**config.mk**
```make
export PLATFORM = sky130hd
export DESIGN_NAME = cac_frame_controller_flat
export DESIGN_NICKNAME = d
export VERILOG_FILES = /design/src/rtl/cac_frame_controller_if.sv /design/src/rtl/cac_frame_controller.sv /design/src/flat_wrapper.sv
export SDC_FILE = /design/constraint.sdc
export NUM_CORES = 1
export LEC_CHECK = 0
export ABC_AREA = 1
export BUFFER_PORTS_ARGS = -buffer_cell sky130_fd_sc_hd__buf_2
export CAP_MARGIN = 15
export CORE_MARGIN = 2
export CORE_UTILIZATION = 52
export CTS_CLUSTER_SIZE = 16
export DETAILED_ROUTE_END_ITERATION = 12
export PLACE_DENSITY_LB_ADDON = 0.08
export SLEW_MARGIN = 15
export SYNTH_ARGS = -nofsm -noshare
export SYNTH_HDL_FRONTEND = slang
export SYNTH_SLANG_ARGS = --single-unit
```
**constraint.sdc**
```tcl
create_clock -name clk_cac -period 1.7 [get_ports clk_cac]
set_input_delay 0.17 -clock clk_cac [delete_from_list [all_inputs] [get_ports clk_cac]]
set_output_delay 0.17 -clock clk_cac [all_outputs]
set_load 0.03 [all_outputs]
```
**src/rtl/cac_frame_controller_if.sv**
```systemverilog
`timescale 1ns/1ps
// UART byte handshake, settings-RAM register bus and status lines of the frame controller.
// master is the controller side; slave is the UART/RAM side.
interface cac_frame_controller_if #(
   parameter int ADDR_WIDTH   = 8,
   parameter int DATA_WIDTH   = 16,
   parameter int ERRCNT_WIDTH = 8
);
   logic [7:0]              rx_data;
   logic                    rx_valid;
   logic [7:0]              tx_data;
   logic                    tx_valid;
   logic                    tx_ready;
   logic [ADDR_WIDTH-1:0]   reg_addr;
   logic [DATA_WIDTH-1:0]   reg_wdata;
   logic                    reg_wr;
   logic                    reg_rd;
   logic [DATA_WIDTH-1:0]   reg_rdata;
   logic                    busy;
   logic [ERRCNT_WIDTH-1:0] err_count;

   modport master (
      input  rx_data, rx_valid, tx_ready, reg_rdata,
      output tx_data, tx_valid, reg_addr, reg_wdata, reg_wr, reg_rd, busy, err_count
   );

   modport slave (
      output rx_data, rx_valid, tx_ready, reg_rdata,
      input  tx_data, tx_valid, reg_addr, reg_wdata, reg_wr, reg_rd, busy, err_count
   );
endinterface

```
**src/rtl/cac_frame_controller.sv**
```systemverilog
`timescale 1ns/1ps
// Framed UART command parser: SYNC/CMD/ADDR/DATA/CHK bytes become register reads and writes,
// answered with ACK+data+checksum or NAK. Protocol errors feed a saturating counter.
module cac_frame_controller #(
   parameter int         ADDR_WIDTH     = 8,
   parameter int         DATA_WIDTH     = 16,
   parameter logic [7:0] SYNC_BYTE      = 8'hA5,
   parameter int         TIMEOUT_CYCLES = 100000,
   parameter int         ERRCNT_WIDTH   = 8
) (
   input logic                    clk_cac,
   input logic                    rstb_cac,
   cac_frame_controller_if.master bus
);
   localparam int ADDR_BYTES = (ADDR_WIDTH + 7) / 8;
   localparam int DATA_BYTES = (DATA_WIDTH + 7) / 8;
   localparam int TX_W       = DATA_BYTES * 8;
   localparam int TMR_W      = $clog2(TIMEOUT_CYCLES + 1);

   localparam logic [7:0] CMD_WR   = 8'h01;
   localparam logic [7:0] CMD_RD   = 8'h02;
   localparam logic [7:0] ACK_BYTE = 8'h06;
   localparam logic [7:0] NAK_BYTE = 8'h15;

   typedef enum logic [3:0] {
      S_IDLE, S_CMD, S_ADDR, S_DATA, S_CHK, S_EXEC, S_RDWAIT,
      S_TX_ACK, S_TX_DATA, S_TX_CHK, S_TX_NAK
   } state_t;

   state_t                  state_reg, state_next;
   logic [7:0]              cnt_reg, cnt_next;
   logic [7:0]              chk_reg, chk_next;
   logic                    is_read_reg, is_read_next;
   logic [ADDR_WIDTH-1:0]   addr_reg, addr_next;
   logic [DATA_WIDTH-1:0]   wdata_reg, wdata_next;
   logic [TX_W-1:0]         shift_reg, shift_next;
   logic [7:0]              resp_chk_reg, resp_chk_next;
   logic [7:0]              tx_data_reg, tx_data_next;
   logic                    tx_valid_reg, tx_valid_next;
   logic                    reg_wr_reg, reg_wr_next;
   logic                    reg_rd_reg, reg_rd_next;
   logic                    rd_pending_reg, rd_pending_next;
   logic [ERRCNT_WIDTH-1:0] err_reg, err_next;
   logic [TMR_W-1:0]        timer_reg, timer_next;

   logic                    err_inc;
   logic                    in_frame;
   logic                    timeout_hit;
   logic                    tx_done;
   logic [ADDR_WIDTH+7:0]   addr_shift;
   logic [DATA_WIDTH+7:0]   data_shift;
   logic [TX_W-1:0]         rdata_pad;
   logic [7:0]              rd_bytes [DATA_BYTES];
   logic [7:0]              rdata_xor;

   assign addr_shift  = {addr_reg, bus.rx_data};
   assign data_shift  = {wdata_reg, bus.rx_data};
   assign rdata_pad   = TX_W'(bus.reg_rdata);
   assign in_frame    = (state_reg == S_CMD) || (state_reg == S_ADDR) ||
                        (state_reg == S_DATA) || (state_reg == S_CHK);
   assign timeout_hit = in_frame && !bus.rx_valid && (timer_reg == TMR_W'(TIMEOUT_CYCLES - 1));
   assign tx_done     = tx_valid_reg && bus.tx_ready;

   for (genvar gi = 0; gi < DATA_BYTES; gi++) begin : g_rd_bytes
      assign rd_bytes[gi] = rdata_pad[gi*8 +: 8];
   end

   always_comb begin
      rdata_xor = 8'h00;
      for (int i = 0; i < DATA_BYTES; i++) begin
         rdata_xor = rdata_xor ^ rd_bytes[i];
      end
   end

   always_ff @(posedge clk_cac or negedge rstb_cac) begin
      if (!rstb_cac) begin
         state_reg      <= S_IDLE;
         cnt_reg        <= '0;
         chk_reg        <= '0;
         is_read_reg    <= 1'b0;
         addr_reg       <= '0;
         wdata_reg      <= '0;
         shift_reg      <= '0;
         resp_chk_reg   <= '0;
         tx_data_reg    <= '0;
         tx_valid_reg   <= 1'b0;
         reg_wr_reg     <= 1'b0;
         reg_rd_reg     <= 1'b0;
         rd_pending_reg <= 1'b0;
         err_reg        <= '0;
         timer_reg      <= '0;
      end else begin
         state_reg      <= state_next;
         cnt_reg        <= cnt_next;
         chk_reg        <= chk_next;
         is_read_reg    <= is_read_next;
         addr_reg       <= addr_next;
         wdata_reg      <= wdata_next;
         shift_reg      <= shift_next;
         resp_chk_reg   <= resp_chk_next;
         tx_data_reg    <= tx_data_next;
         tx_valid_reg   <= tx_valid_next;
         reg_wr_reg     <= reg_wr_next;
         reg_rd_reg     <= reg_rd_next;
         rd_pending_reg <= rd_pending_next;
         err_reg        <= err_next;
         timer_reg      <= timer_next;
      end
   end

   always_comb begin
      state_next      = state_reg;
      cnt_next        = cnt_reg;
      chk_next        = chk_reg;
      is_read_next    = is_read_reg;
      addr_next       = addr_reg;
      wdata_next      = wdata_reg;
      shift_next      = shift_reg;
      resp_chk_next   = resp_chk_reg;
      reg_wr_next     = 1'b0;
      reg_rd_next     = 1'b0;
      rd_pending_next = reg_rd_reg;
      err_next        = err_reg;
      err_inc         = 1'b0;
      tx_valid_next   = 1'b0;
      tx_data_next    = 8'h00;
      timer_next      = '0;

      if (in_frame && !bus.rx_valid) begin
         timer_next = timer_reg + 1'b1;
      end

      // The registered strobe puts read data on the bus one cycle after RDWAIT.
      if (rd_pending_reg) begin
         shift_next    = rdata_pad;
         resp_chk_next = rdata_xor;
      end

      case (state_reg)
         S_IDLE: begin
            if (bus.rx_valid && (bus.rx_data == SYNC_BYTE)) begin
               state_next = S_CMD;
               chk_next   = 8'h00;
               cnt_next   = '0;
            end
         end
         S_CMD: begin
            if (bus.rx_valid) begin
               chk_next = chk_reg ^ bus.rx_data;
               cnt_next = '0;
               if (bus.rx_data == CMD_WR) begin
                  is_read_next = 1'b0;
                  state_next   = S_ADDR;
               end else if (bus.rx_data == CMD_RD) begin
                  is_read_next = 1'b1;
                  state_next   = S_ADDR;
               end else begin
                  err_inc    = 1'b1;
                  state_next = S_TX_NAK;
               end
            end
         end
         S_ADDR: begin
            if (bus.rx_valid) begin
               chk_next  = chk_reg ^ bus.rx_data;
               addr_next = addr_shift[ADDR_WIDTH-1:0];
               if (cnt_reg == 8'(ADDR_BYTES - 1)) begin
                  cnt_next   = '0;
                  state_next = is_read_reg ? S_CHK : S_DATA;
               end else begin
                  cnt_next = cnt_reg + 8'd1;
               end
            end
         end
         S_DATA: begin
            if (bus.rx_valid) begin
               chk_next   = chk_reg ^ bus.rx_data;
               wdata_next = data_shift[DATA_WIDTH-1:0];
               if (cnt_reg == 8'(DATA_BYTES - 1)) begin
                  cnt_next   = '0;
                  state_next = S_CHK;
               end else begin
                  cnt_next = cnt_reg + 8'd1;
               end
            end
         end
         S_CHK: begin
            if (bus.rx_valid) begin
               if (bus.rx_data == chk_reg) begin
                  state_next = S_EXEC;
               end else begin
                  err_inc    = 1'b1;
                  state_next = S_TX_NAK;
               end
            end
         end
         S_EXEC: begin
            if (is_read_reg) begin
               reg_rd_next = 1'b1;
               state_next  = S_RDWAIT;
            end else begin
               reg_wr_next = 1'b1;
               state_next  = S_TX_ACK;
            end
         end
         S_RDWAIT: begin
            resp_chk_next = 8'h00;
            state_next    = S_TX_ACK;
         end
         S_TX_ACK: begin
            if (tx_done) begin
               cnt_next   = '0;
               state_next = is_read_reg ? S_TX_DATA : S_IDLE;
            end
         end
         S_TX_DATA: begin
            if (tx_done) begin
               shift_next = shift_reg << 8;
               if (cnt_reg == 8'(DATA_BYTES - 1)) begin
                  cnt_next   = '0;
                  state_next = S_TX_CHK;
               end else begin
                  cnt_next = cnt_reg + 8'd1;
               end
            end
         end
         S_TX_CHK: begin
            if (tx_done) begin
               state_next = S_IDLE;
            end
         end
         S_TX_NAK: begin
            if (tx_done) begin
               state_next = S_IDLE;
            end
         end
         default: begin
            state_next = S_IDLE;
         end
      endcase

      // A silent frame is abandoned without a NAK.
      if (timeout_hit) begin
         err_inc    = 1'b1;
         state_next = S_IDLE;
      end

      if (err_inc && (err_reg != '1)) begin
         err_next = err_reg + 1'b1;
      end

      // The byte on the wire is derived from where the FSM lands, so it is stable while stalled.
      case (state_next)
         S_TX_ACK: begin
            tx_valid_next = 1'b1;
            tx_data_next  = ACK_BYTE;
         end
         S_TX_DATA: begin
            tx_valid_next = 1'b1;
            tx_data_next  = shift_next[TX_W-1 -: 8];
         end
         S_TX_CHK: begin
            tx_valid_next = 1'b1;
            tx_data_next  = resp_chk_next;
         end
         S_TX_NAK: begin
            tx_valid_next = 1'b1;
            tx_data_next  = NAK_BYTE;
         end
         default: begin
            tx_valid_next = 1'b0;
            tx_data_next  = 8'h00;
         end
      endcase
   end

   assign bus.tx_data   = tx_data_reg;
   assign bus.tx_valid  = tx_valid_reg;
   assign bus.reg_addr  = addr_reg;
   assign bus.reg_wdata = wdata_reg;
   assign bus.reg_wr    = reg_wr_reg;
   assign bus.reg_rd    = reg_rd_reg;
   assign bus.busy      = (state_reg != S_IDLE);
   assign bus.err_count = err_reg;
endmodule

```
**src/flat_wrapper.sv**
```systemverilog
// flat-port wrapper written by rule: the top's interface ports become plain ports
module cac_frame_controller_flat 
#(
   parameter int         ADDR_WIDTH     = 8,
   parameter int         DATA_WIDTH     = 16,
   parameter logic [7:0] SYNC_BYTE      = 8'hA5,
   parameter int         TIMEOUT_CYCLES = 100000,
   parameter int         ERRCNT_WIDTH   = 8
)
  (clk_cac, rstb_cac, bus_rx_data, bus_rx_valid, bus_tx_ready, bus_reg_rdata, bus_tx_data, bus_tx_valid, bus_reg_addr, bus_reg_wdata, bus_reg_wr, bus_reg_rd, bus_busy, bus_err_count);
  cac_frame_controller_if #(.ADDR_WIDTH(ADDR_WIDTH), .DATA_WIDTH(DATA_WIDTH), .ERRCNT_WIDTH(ERRCNT_WIDTH)) bus_i ();
  input logic clk_cac;
  input logic rstb_cac;
  input wire logic [$bits(bus_i.rx_data)-1:0] bus_rx_data;
  input wire logic [$bits(bus_i.rx_valid)-1:0] bus_rx_valid;
  input wire logic [$bits(bus_i.tx_ready)-1:0] bus_tx_ready;
  input wire logic [$bits(bus_i.reg_rdata)-1:0] bus_reg_rdata;
  output wire logic [$bits(bus_i.tx_data)-1:0] bus_tx_data;
  output wire logic [$bits(bus_i.tx_valid)-1:0] bus_tx_valid;
  output wire logic [$bits(bus_i.reg_addr)-1:0] bus_reg_addr;
  output wire logic [$bits(bus_i.reg_wdata)-1:0] bus_reg_wdata;
  output wire logic [$bits(bus_i.reg_wr)-1:0] bus_reg_wr;
  output wire logic [$bits(bus_i.reg_rd)-1:0] bus_reg_rd;
  output wire logic [$bits(bus_i.busy)-1:0] bus_busy;
  output wire logic [$bits(bus_i.err_count)-1:0] bus_err_count;
  assign bus_i.rx_data = bus_rx_data;
  assign bus_i.rx_valid = bus_rx_valid;
  assign bus_i.tx_ready = bus_tx_ready;
  assign bus_i.reg_rdata = bus_reg_rdata;
  assign bus_tx_data = bus_i.tx_data;
  assign bus_tx_valid = bus_i.tx_valid;
  assign bus_reg_addr = bus_i.reg_addr;
  assign bus_reg_wdata = bus_i.reg_wdata;
  assign bus_reg_wr = bus_i.reg_wr;
  assign bus_reg_rd = bus_i.reg_rd;
  assign bus_busy = bus_i.busy;
  assign bus_err_count = bus_i.err_count;
  cac_frame_controller #(.ADDR_WIDTH(ADDR_WIDTH), .DATA_WIDTH(DATA_WIDTH), .SYNC_BYTE(SYNC_BYTE), .TIMEOUT_CYCLES(TIMEOUT_CYCLES), .ERRCNT_WIDTH(ERRCNT_WIDTH)) u_core (.clk_cac(clk_cac), .rstb_cac(rstb_cac), .bus(bus_i));
endmodule
```
* Word level (Yosys, flattened, before mapping) *
Index checks and enable logic that the tools add are counted.

operators by class
  add/sub/neg operators = 3
  equality and inequality tests = 28
  multiplexer cells = 51
  bitwise operators = 2
  reductions and logical operators = 23

operators by type and width
  operator                                               number
  2-to-1 mux 8 bit                                       11
  2-to-1 mux 4 bit                                       16
  2-to-1 mux 16 bit                                      3
  case mux 8 bit (6 select lines)                        1
  case mux 4 bit (10 select lines)                       1
  case mux 8 bit (4 select lines)                        1
  == test 4 bit, second input constant                   6
  == test 4 x 3 -> 1 bit, second input constant          5
  adder 17 x 1 -> 17 bit, second input constant          1
  == test 17 bit, second input constant                  1
  2-to-1 mux 17 bit                                      1
  adder 8 x 1 -> 8 bit, second input constant            2
  == test 8 x 1 -> 1 bit, second input constant          2
  case mux 8 bit (2 select lines)                        1
  bitwise XOR 8 bit                                      2
  2-to-1 mux 1 bit                                       14
  == test 4 x 2 -> 1 bit, second input constant          2
  == test 8 x 2 -> 1 bit, second input constant          1
  == test 8 bit                                          1
  == test 8 bit, second input constant                   1
  zero test 8 bit                                        1
  inequality test 2 x 1 -> 1 bit, second input constant  4
  inequality test 8 bit, second input constant           1
  AND reduction 7 bit                                    1
  other kinds (16)                                       27

word-level totals
  register bits after elaboration = 106
  input bits = 28
  output and inout bits = 44
  word-level logic and storage cells = 122

* Depth between registers and ports, before layout *
  depth in word-level cells = 10
  gate-level depth with buffers = 15
  depth with buffers taken out = 15

* Worst setup path after synthesis *
OpenSTA, ideal clock, no wires.

  path kind = flip-flop to flip-flop
  start point = register u_core.timer_reg[0]
  end point = register u_core.timer_reg[16]
  setup time = 0.119 ns
  arrival = 1.613 ns
  required time = 1.581 ns
  path slack = -0.032 ns
  stages on the path, launching flop included = 15
  buffers on the path = 0
  clock period less this slack = 1.732 ns
  path through = dfrtp_1 > ha_1 > nand2_1 > nor2_1 > nand2_1 > nor2_1 > nand2_1 > nor2_1 > nand2_1 > inv_1 > nand2_1 > nor3_2 > nand3_1 > nand2_1 > nor2_1

on the way
  longest elaborated chain between the ends = 2

ends and longest elaborated chain
  item                       line                         RTL
  start: declaration         cac_frame_controller.sv:44   logic [TMR_W-1:0] timer_reg, timer_next;
  start signal: assignment   cac_frame_controller.sv:107  timer_reg <= timer_next;
  adder 17 x 1 -> 17 bit     cac_frame_controller.sv:130  timer_next = timer_reg + 1'b1;
  2-to-1 mux 17 bit          cac_frame_controller.sv:129  if (in_frame && !bus.rx_valid) begin
  net u_core.timer_next[16]  cac_frame_controller.sv:44

The timed path passes the listed nets, and every way through them passes these cells.
A chain may end at the register's enable or synchronous reset.

* Worst setup path after layout *
Same ends and word-level chain as after synthesis.

==> impl_metrics.yaml <==
run_status:
  status: "finished with violations"
  violations: "negative setup slack"
yosys:
  netlist_top_cells_area: "dfrtp_1 (51%), nand2_1 (14%), inv_1 (6.7%)"
  postSynth.asyncResetShare_pct: 100
  synth_area_leader_cell: "dfrtp_1"
  synth_fp_nets: 687
  synthesis.area_um2: 5190
  syn_avg_cell_area_um2: 7.93
  syn_inst: 654
  yosysSeqAreaShare_pct: 51.1
  synthDistinctLibCells: 33
  yosysMostFrequentCell: "nand2_1"
  synth_edf_count: 0
  synth_warnings: 0
  synth_top_cell_area_share_pct: 51.1
  synth_ff_type: "dfrtp_1"
  ys_top_cells_by_count: "nand2_1 (193), dfrtp_1 (106), inv_1 (92), nor2_1 (50), o21ai_0 (45)"
  ys_ff_latch: 106
final_layout:
  n_fill_cell: 763
  nets: 865
  largest_register_ffs: 17
  diodes: 0
  area_growth_syn_to_layout_pct: 37.2
  drive_gt1_share_pct: 36.0
  final_area_um2: 7120
power_and_ir_drop:
  irDropWorstVdd_mv: 0.748
  total_power_mw: 9.38
  leakagePower_nw: 3.76
  power_density_nw_per_um2: 1320
grt:
  grt_pass1_wl_um: 22300
  met1_usage_pct: 34.6
  grt_pass1_vias: 4819
  overflow: 0
  grt_busiest_layer: "met2"
  grt_antenna_before_repair: 0
  use_met3_pct: 3.88
  grt_max_degree: 52
  met2_usage_pct: 40.3
  grt_util_all_layers_pct: 25.2
sta:
  clock_skew_ns: 0.0119
  maxSlewHeadroom_pct: 74.5
  fin_crit_ns: 1.80
  tightestPinTransition_ns: 0.380
  max_freq_mhz: 556
  setup_ws_ns: -0.0977
  period_share_pct: 106
  report.final.slew_viol_count: 0
  rsz0062_at_grt: "true"
  finalHoldViolations: 0
  setup_violations: 23
  holdWs_ns: 0.114
placed_design:
  place_congestion: 0.949
  place_area_um2: 6290
  place_ws_ns: -0.194
  hpwl_um: 9390
  io_buffers: 71
drt:
  dr_total_vias: 4929
  drtIter0Drc: 266
  dr.pass1.iters: 6
  post_drt_wl_per_cell_um: 13.8
  wirelength_um: 13400
  ant_nets: 0
  via_per_inst: 5.08
  drc_errors: 0
critical_path:
  required_ns: 1.96
  end_kind: "flip-flop"
  startpoint_type: "flip-flop"
  r2r_start: "u_core.timer_reg[0]"
  path_max_fanout: 3
  path_class: "flip-flop to flip-flop"
  startpoint: "u_core.timer_reg[0]"
  cp-endpoint: "u_core.timer_reg[16]"
  regToRegSetupSlack_ns: -0.1
  arrival_ns: 2.06
  rr_endpoint: "u_core.timer_reg[16]"
  rr_worst_depth: 14
cts:
  clkSlewWorstSetupHoldPaths_ns: 0.10
  cts_max_path_buffers: 2
  clock_sinks: 106
  cts_tree: "built"
  cts_root_buf: "clkbuf_8"
  clk_latency_ns: 0.38
  ctsHtreeMaxLevel: 3
  cts_buffers: 9
die:
  core_um2: 9730
  die_w_um: 104
  rows: 36
  dieArea_um2: 10800
  start_util_pct: 53.3
  num_io_pins: 72
  die_h_um: 104
min_path:
  hold_path.class: "primary input to flip-flop"
run:
  cap_violations: 0
## cells in the final DEF, fill, tap and decap left out, types with 8 or more instances in the layout
cell and instances:
nand2_1 169, dfrtp_1 102, buf_4 92, inv_1 81, buf_2 69, o21ai_0 37, nand3_1 33, nor2_1 31
nand2_2 23, a21oi_1 18, o22ai_1 13, buf_6 13, inv_2 12, nor2_2 12, nand4_1 12, nor2_4 11
clkbuf_8 11, nor3_1 10, o221ai_1 8, o21ai_1 8, mux2_2 8
## power by group
part           internal, mW  switching, mW  total (mW)
Clock                 0.616          0.875        1.49
Sequential             3.17          0.386        3.55
Combinational          1.67           2.66        4.33
## how the worst min path moves through the flow
stage                                 from                       end  depth (start not counted)
after floorplan                   rstb_cac   u_core.bus.err_count[0]                          0
after global placement            rstb_cac  u_core.bus.reg_wdata[12]                          1
after detailed placement          rstb_cac   u_core.bus.reg_wdata[4]                          1
after CTS                 bus_reg_rdata[0]       u_core.shift_reg[0]                          5
after global routing      bus_reg_rdata[0]       u_core.shift_reg[0]                          5
final                     bus_reg_rdata[0]       u_core.shift_reg[0]                          5
## cell families (layout without fill, tap and decap cells)
family / Yosys count / count (layout) / synth area share, %
AO/OA/AOI/OAI: 93 / 93 / 10.2
adder cells (fa/ha/maj): 5 / 5 / 1.21
XOR/XNOR: 9 / 9 / 1.52
buffers and inverters: 108 / 290 / 7.86
multiplexers: 8 / 8 / 1.74
AND/OR/NAND/NOR: 325 / 326 / 26.3
flip-flops: 106 / 106 / 51.1
## stage by stage
| step | utilization [%] | setup TNS (ns) | cells |
|---|---|---|---|
| final | 73.1 | -1.19 | 970 |
| after global routing | 73.1 | -4.28 | 970 |
| after CTS | 69.7 | -1.83 | 962 |
| after detailed placement | 64.7 | -3.93 | 927 |
| after global placement | 64.7 | -3.37 | 927 |
| after floorplan | - | -0.0323 | 654 |
## worst max-delay path, stage by stage, from the launching register on
cell and delay [ns]:
dfrtp_1 0.36, ha_2 0.19, nand2_2 0.06, nor2_2 0.09
nand2_1 0.08, nor2_2 0.12, nand2_2 0.08, nor2_2 0.10
nand2_1 0.07, inv_2 0.09, nand2_4 0.07, nor3_4 0.17
nand3_1 0.10, nand2_1 0.08, nor2_1 0.04
## area by class of cell
| class | instances | area [µm²] | share of cell area (%) |
|---|---|---|---|
| Sequential cell | 106 | 2660 | 37.3 |
| Multi-Input combinational cell | 441 | 2500 | 35.1 |
| Timing Repair Buffer | 177 | 1230 | 17.3 |
| Inverter | 97 | 374 | 5.26 |
| Tap cell | 133 | 166 | 2.34 |
| Clock buffer | 11 | 151 | 2.13 |
| Clock inverter | 5 | 36.3 | 0.510 |
## routing by layer
| layer | up-vias | share of wire, % | routed length [µm] |
|---|---|---|---|
| li1 | 2472 | - | - |
| met1 | 2312 | 46 | 6160 |
| met2 | 117 | 48 | 6470 |
| met3 | 28 | 3.7 | 490 |
| met4 | 0 | 2.0 | 274 |
| met5 | - | 0 | 0 |
## repair_timing
| item | in CTS | in global routing |
|---|---|---|
| buffers inserted | 18 | 8 |
| pin swaps | 24 | 28 |
| gates cloned | 1 | 0 |
| hold buffers | 1 | 0 |
| gates resized for setup | 56 | 79 |
| setup endpoints to repair | 44 | 54 |
| endpoints found under the hold margin | 26 | 0 |
Note: power is estimated with default switching activity, not from simulation.
